`src/rtl/uart_pkg.sv`:
```
// uart_pkg: shared UART framing constants and FSM state encoding for transmitter and receiver.
package uart_pkg;
   localparam int DATA_BITS = 8;
   localparam logic LINE_IDLE = 1'b1;
   typedef enum logic [2:0] {
      IDLE   = 3'd0,
      START  = 3'd1,
      DATA   = 3'd2,
      STOP   = 3'd3,
      PARITY = 3'd4
   } state_t;
endpackage

```
`src/rtl/uart_bit_timer.sv`:
```
// uart_bit_timer: counts clocks within one serial bit and pulses bit_done on the last clock of the bit.
module uart_bit_timer #(
   parameter int CLKS_PER_BIT = 16
) (
   input  logic clk,
   input  logic rst,
   input  logic clear,
   output logic bit_done
);
   localparam int W = $clog2(CLKS_PER_BIT);
   logic [W-1:0] clk_cnt;
   assign bit_done = clk_cnt == W'(CLKS_PER_BIT - 1);
   always_ff @(posedge clk or posedge rst)
      if (rst) clk_cnt <= '0;
      else clk_cnt <= (clear || bit_done) ? '0 : clk_cnt + 1'b1;
endmodule

```
`src/rtl/uart_transmitter.sv`:
```
// uart_transmitter: 8N1 LSB-first serialiser with a one-entry holding register.
// Defining UART_TX_PARITY_EN inserts an even-parity bit between data and stop.
import uart_pkg::*;
module uart_transmitter #(
   parameter int CLKS_PER_BIT = 16
) (
   input  logic       txclk,
   input  logic       reset,
   input  logic       txen,
   input  logic       txld,
   input  logic [7:0] txdata,
   output logic       txout,
   output logic       txempty,
   output logic       txbusy
);
`ifdef UART_TX_PARITY_EN
   localparam state_t LAST = PARITY;
`else
   localparam state_t LAST = STOP;
`endif
   state_t state, state_n;
   logic [DATA_BITS-1:0] hold, shift, shift_n;
   logic [2:0] bit_cnt, bit_cnt_n;
   logic hold_full, hold_full_n, txout_n, load, xfer, bit_done;
`ifdef UART_TX_PARITY_EN
   logic par;
`endif
   // The timer idles at zero so a transfer out of IDLE starts a full-length start bit.
   uart_bit_timer #(.CLKS_PER_BIT(CLKS_PER_BIT)) u_timer (
      .clk(txclk),
      .rst(reset),
      .clear(state == IDLE),
      .bit_done(bit_done)
   );
   assign load = txld && !hold_full;
   assign txempty = !hold_full;
   assign txbusy = state != IDLE;
   always_ff @(posedge txclk or posedge reset)
      if (reset) begin
         state <= IDLE;
         shift <= '0;
         hold <= '0;
         bit_cnt <= '0;
         hold_full <= 1'b0;
         txout <= LINE_IDLE;
      end else begin
         state <= state_n;
         shift <= shift_n;
         bit_cnt <= bit_cnt_n;
         hold_full <= hold_full_n;
         txout <= txout_n;
         if (load) hold <= txdata;
      end
`ifdef UART_TX_PARITY_EN
   always_ff @(posedge txclk or posedge reset)
      if (reset) par <= 1'b0;
      else if (xfer) par <= ^hold;
`endif
   always_comb begin
      state_n = state;
      shift_n = shift;
      bit_cnt_n = bit_cnt;
      xfer = 1'b0;
      case (state)
         IDLE: xfer = hold_full && txen;
         START: if (bit_done) begin
            state_n = DATA;
            bit_cnt_n = '0;
         end
         DATA: if (bit_done) begin
            if (bit_cnt == 3'(DATA_BITS - 1)) state_n = LAST;
            else begin
               bit_cnt_n = bit_cnt + 3'd1;
               shift_n = shift >> 1;
            end
         end
         STOP: if (bit_done) begin
            state_n = IDLE;
            xfer = hold_full && txen;
         end
`ifdef UART_TX_PARITY_EN
         PARITY: if (bit_done) state_n = STOP;
`endif
         default: state_n = IDLE;
      endcase
      if (xfer) begin
         state_n = START;
         shift_n = hold;
      end
      // A load can only land while empty and a transfer only while full, so they never collide.
      hold_full_n = load || (hold_full && !xfer);
      txout_n = state_n == START ? 1'b0 : state_n == DATA ? shift_n[0] : LINE_IDLE;
`ifdef UART_TX_PARITY_EN
      if (state_n == PARITY) txout_n = par;
`endif
   end
endmodule

```
`config.mk`:
```
export PLATFORM = sky130hd
export DESIGN_NAME = uart_transmitter
export DESIGN_NICKNAME = d
export VERILOG_FILES = /design/src/rtl/uart_pkg.sv /design/src/rtl/uart_bit_timer.sv /design/src/rtl/uart_transmitter.sv
export SDC_FILE = /design/constraint.sdc
export NUM_CORES = 1
export LEC_CHECK = 0
export ABC_AREA = 1
export BUFFER_PORTS_ARGS = -buffer_cell sky130_fd_sc_hd__buf_2
export CAP_MARGIN = 20
export CORE_ASPECT_RATIO = 1.75
export CORE_MARGIN = 1.5
export CORE_UTILIZATION = 25
export DETAILED_ROUTE_END_ITERATION = 7
export GPL_TIMING_DRIVEN = 1
export SYNTH_ARGS = -nofsm -noshare
export SYNTH_HDL_FRONTEND = slang
export SYNTH_SLANG_ARGS = --single-unit
```
`constraint.sdc`:
```
create_clock -name txclk -period 3.1 [get_ports txclk]
set_clock_uncertainty 0.05 [all_clocks]
set_input_delay 0.62 -clock txclk [delete_from_list [all_inputs] [get_ports txclk]]
set_output_delay 0.62 -clock txclk [all_outputs]
set_load 0.1 [all_outputs]
```
==> results by group <==
Run status
  – Outcome: finished, final reports clean

Power and ir drop
  – Worst vdd ir: 0.0002409 V
  – Pleak: 0.7619 nW
  – PD cells: 711.4 nW/um2

Clocking
  – Clock sink count: 28
  – Clock Path Buffers: 2
  – Post-CTS Repair Setup Buffers: 0
  – CTS root buffer: clkbuf_8
  – Post-CTS Hold Buffers: 0
  – Clock transition at path regs: 0.09 ns
  – CTS tree: yes
  – Clock latency on the worst-skew pair: 0.27 ns
  – CTS buffer count: 3
  – CTS resizes: 0
  – H-tree levels: 1

Synthesis
  – Synthesis warning total: 0
  – Synth area leader: dfrtp_1
  – Largest cells by area after synthesis: dfrtp_1 (51%), nand3_1 (4.5%), nand2_1 (4.5%), inv_1 (4.2%), mux2_2 (4.2%)
  – Seq/Total Area, Yosys: 52.53%
  – Syn Area/Cell: 10.44 um2
  – Top_reg_cell synth: dfrtp_1
  – Synthesized cell area: 1336 um2
  – Synth Net Count: 143
  – Synth top area share: 50.56%
  – Yosys reg bits: 28
  – Asr flop ratio synth: 100.0%
  – Number of synthesized flops with an enable pin: 0
  – Synth Instances: 128
  – Post-synth cell types: 28

Timing
  – RSZ-0062 raised after global routing: no
  – Final setup viols: 0
  – Accumulated negative setup slack: 0 ns
  – Fin crit period: 1.984 ns
  – Max Slew Vio Count: 0
  – Max Fclk: 504.0 MHz
  – Final Hold Fails: 0
  – Crit share post-route: 64.00%

Global routing
  – Busiest metal layer after global routing: met2
  – Gr ovfl total: 0
  – Vias in the first global route: 929
  – Met1 Usage GRT: 9.233%
  – Met3 GRT Util: 1.300%
  – Gr usage total: 8.704%
  – Antenna violations before repair: 0
  – Met2 usage: 14.61%
  – First-pass GRT wire length: 3.850 mm
  – Largest net degree at the start of global routing: 29

Setup path
  – CP max FO: 3
  – Worst R2R Start: u_timer.clk_cnt[0]
  – R2r endpoint: shift[6]
  – CP Capture Type: output pin
  – Register-to-register setup slack: 1.42 ns
  – Worst path arrival time: 1.31 ns
  – Crit path kind: register to output pin
  – Worst Path Required: 2.43 ns
  – Worst-case reg-to-reg path depth: 7
  – CP Launch Type: register

Final layout
  – Fillers: 548
  – Most frequent cells in the layout: dfrtp_1 (27), nand2_1 (16), inv_1 (15)
  – Finished Layout Cells: 201
  – Final nets: 162
  – N_diodes: 0
  – Most common cell after layout, fill and taps aside: dfrtp_1
  – Layout cells sized above 1: 33.56%
  – Finished Core Util: 29.53%
  – Design area: 1539 um2
  – Layout area overhead: 15.17%

Routing
  – Vias: 894
  – Drt wl/cell: 11.01 um
  – Routed Antenna Nets: 0
  – Via-to-Cell Ratio: 4.448
  – Initial DRC Count: 15
  – Post-Route WL: 2.213 mm
  – Detailed Routing Iterations Pass 1: 6
  – Remaining design rule violation count: 0

Die
  – Row cnt: 35
  – Starting Density: 25.64%
  – I/O pins: 15
  – Die area: 5810 um2
  – Die outline height: 99.72 um
  – Core ar.: 5211 um2
  – Die W: 58.27 um

Placed design
  – DP HPWL: 1.722 mm
  – Placed instance area: 1466 um2
  – Routability cong.: 0.6952
  – I/O Buffers: 14
  – Inst Count DP: 196

Flow run
  – Max Cap Viol: 0

Worst hold path
  – Hold crit path type: input pin to asynchronous set/reset pin
sequential cells by signal (all words and copies together), names as in the netlist:
name and flops:
bit_cnt 3, hold 8, hold_full 1, shift 8, state 3, txout 1
u_timer.clk_cnt 4
metal layers:
metal	vias up	part of all wire (%)
li1	453	-
met1	422	40
met2	13	54
met3	6	2.5
met4	0	3.7
met5	-	0
kinds of logic after synthesis:
group                    after synthesis  synth area share [%]
adder cells (fa/ha/maj)                3                 2.809
AO/OA/AOI/OAI                         18                 9.925
buffers and inverters                 20                 6.273
XOR/XNOR                               2                 1.311
AND/OR/NAND/NOR                       51                 22.66
other                                  1                0.2806
flip-flops                            28                 52.53
multiplexers                           5                 4.213
cell type report:
| class | count | area, um2 | area share (%) |
|---|---|---|---|
| Sequential cell | 28 | 701.9 | 45.61 |
| Inverter | 18 | 67.56 | 4.390 |
| Clock buffer | 4 | 45.04 | 2.927 |
| Tap cell | 55 | 68.82 | 4.472 |
| Timing Repair Buffer | 16 | 105.1 | 6.829 |
| Multi-Input combinational cell | 80 | 550.5 | 35.77 |
worst max path at each step:
| stage | startpoint | to | slack (ns) | cells after the start |
|---|---|---|---|---|
| 6_report | state[0] | txbusy | 1.12 | 3 |
| 5_1_grt | state[0] | txbusy | 1.06 | 3 |
| 4_1_cts | state[0] | txbusy | 1.10 | 3 |
| 3_5_place_dp | reset | txout | 1.38 | 3 |
| 3_3_place_gp | reset | txout | 1.41 | 3 |
| 2_1_floorplan | hold_full | hold[1] | 1.27 | 4 |
critical path, stage by stage, from the launching register on:
cell and delay (ns):
dfrtp_1 0.43, inv_2 0.09, nand2_4 0.09, buf_2 0.43
through the flow:
step,hold slack (ns),setup slack (ns),power (W)
2_1_floorplan,0.3820,1.272,0.0008439
3_3_place_gp,0.4012,1.413,0.0008995
3_5_place_dp,0.4082,1.377,0.0009113
4_1_cts,0.4215,1.103,0.001112
5_1_grt,0.1850,1.057,0.001176
6_report,0.1964,1.116,0.001095
Yosys cell counts, types with 2 or more instances:
master and n:
dfrtp_1 27, o221ai_2 2, nor2_4 4, nand2_1 16
nand3_4 2, inv_1 15, a22oi_1 3, mux2_2 5
a21oi_1 5, inv_2 3, nand2_4 2, ha_1 3
nand2_2 6, o21ai_1 3, o21ai_0 2, nor2_1 7
nand3_1 12
power breakdown:
part           internal (W)  switching [W]  leakage (nW)
logic              0.000125       0.000227         0.397
registers          0.000490      0.0000572         0.343
clock network     0.0000920       0.000104        0.0228
No activity file was read; power rests on OpenSTA's default activity.
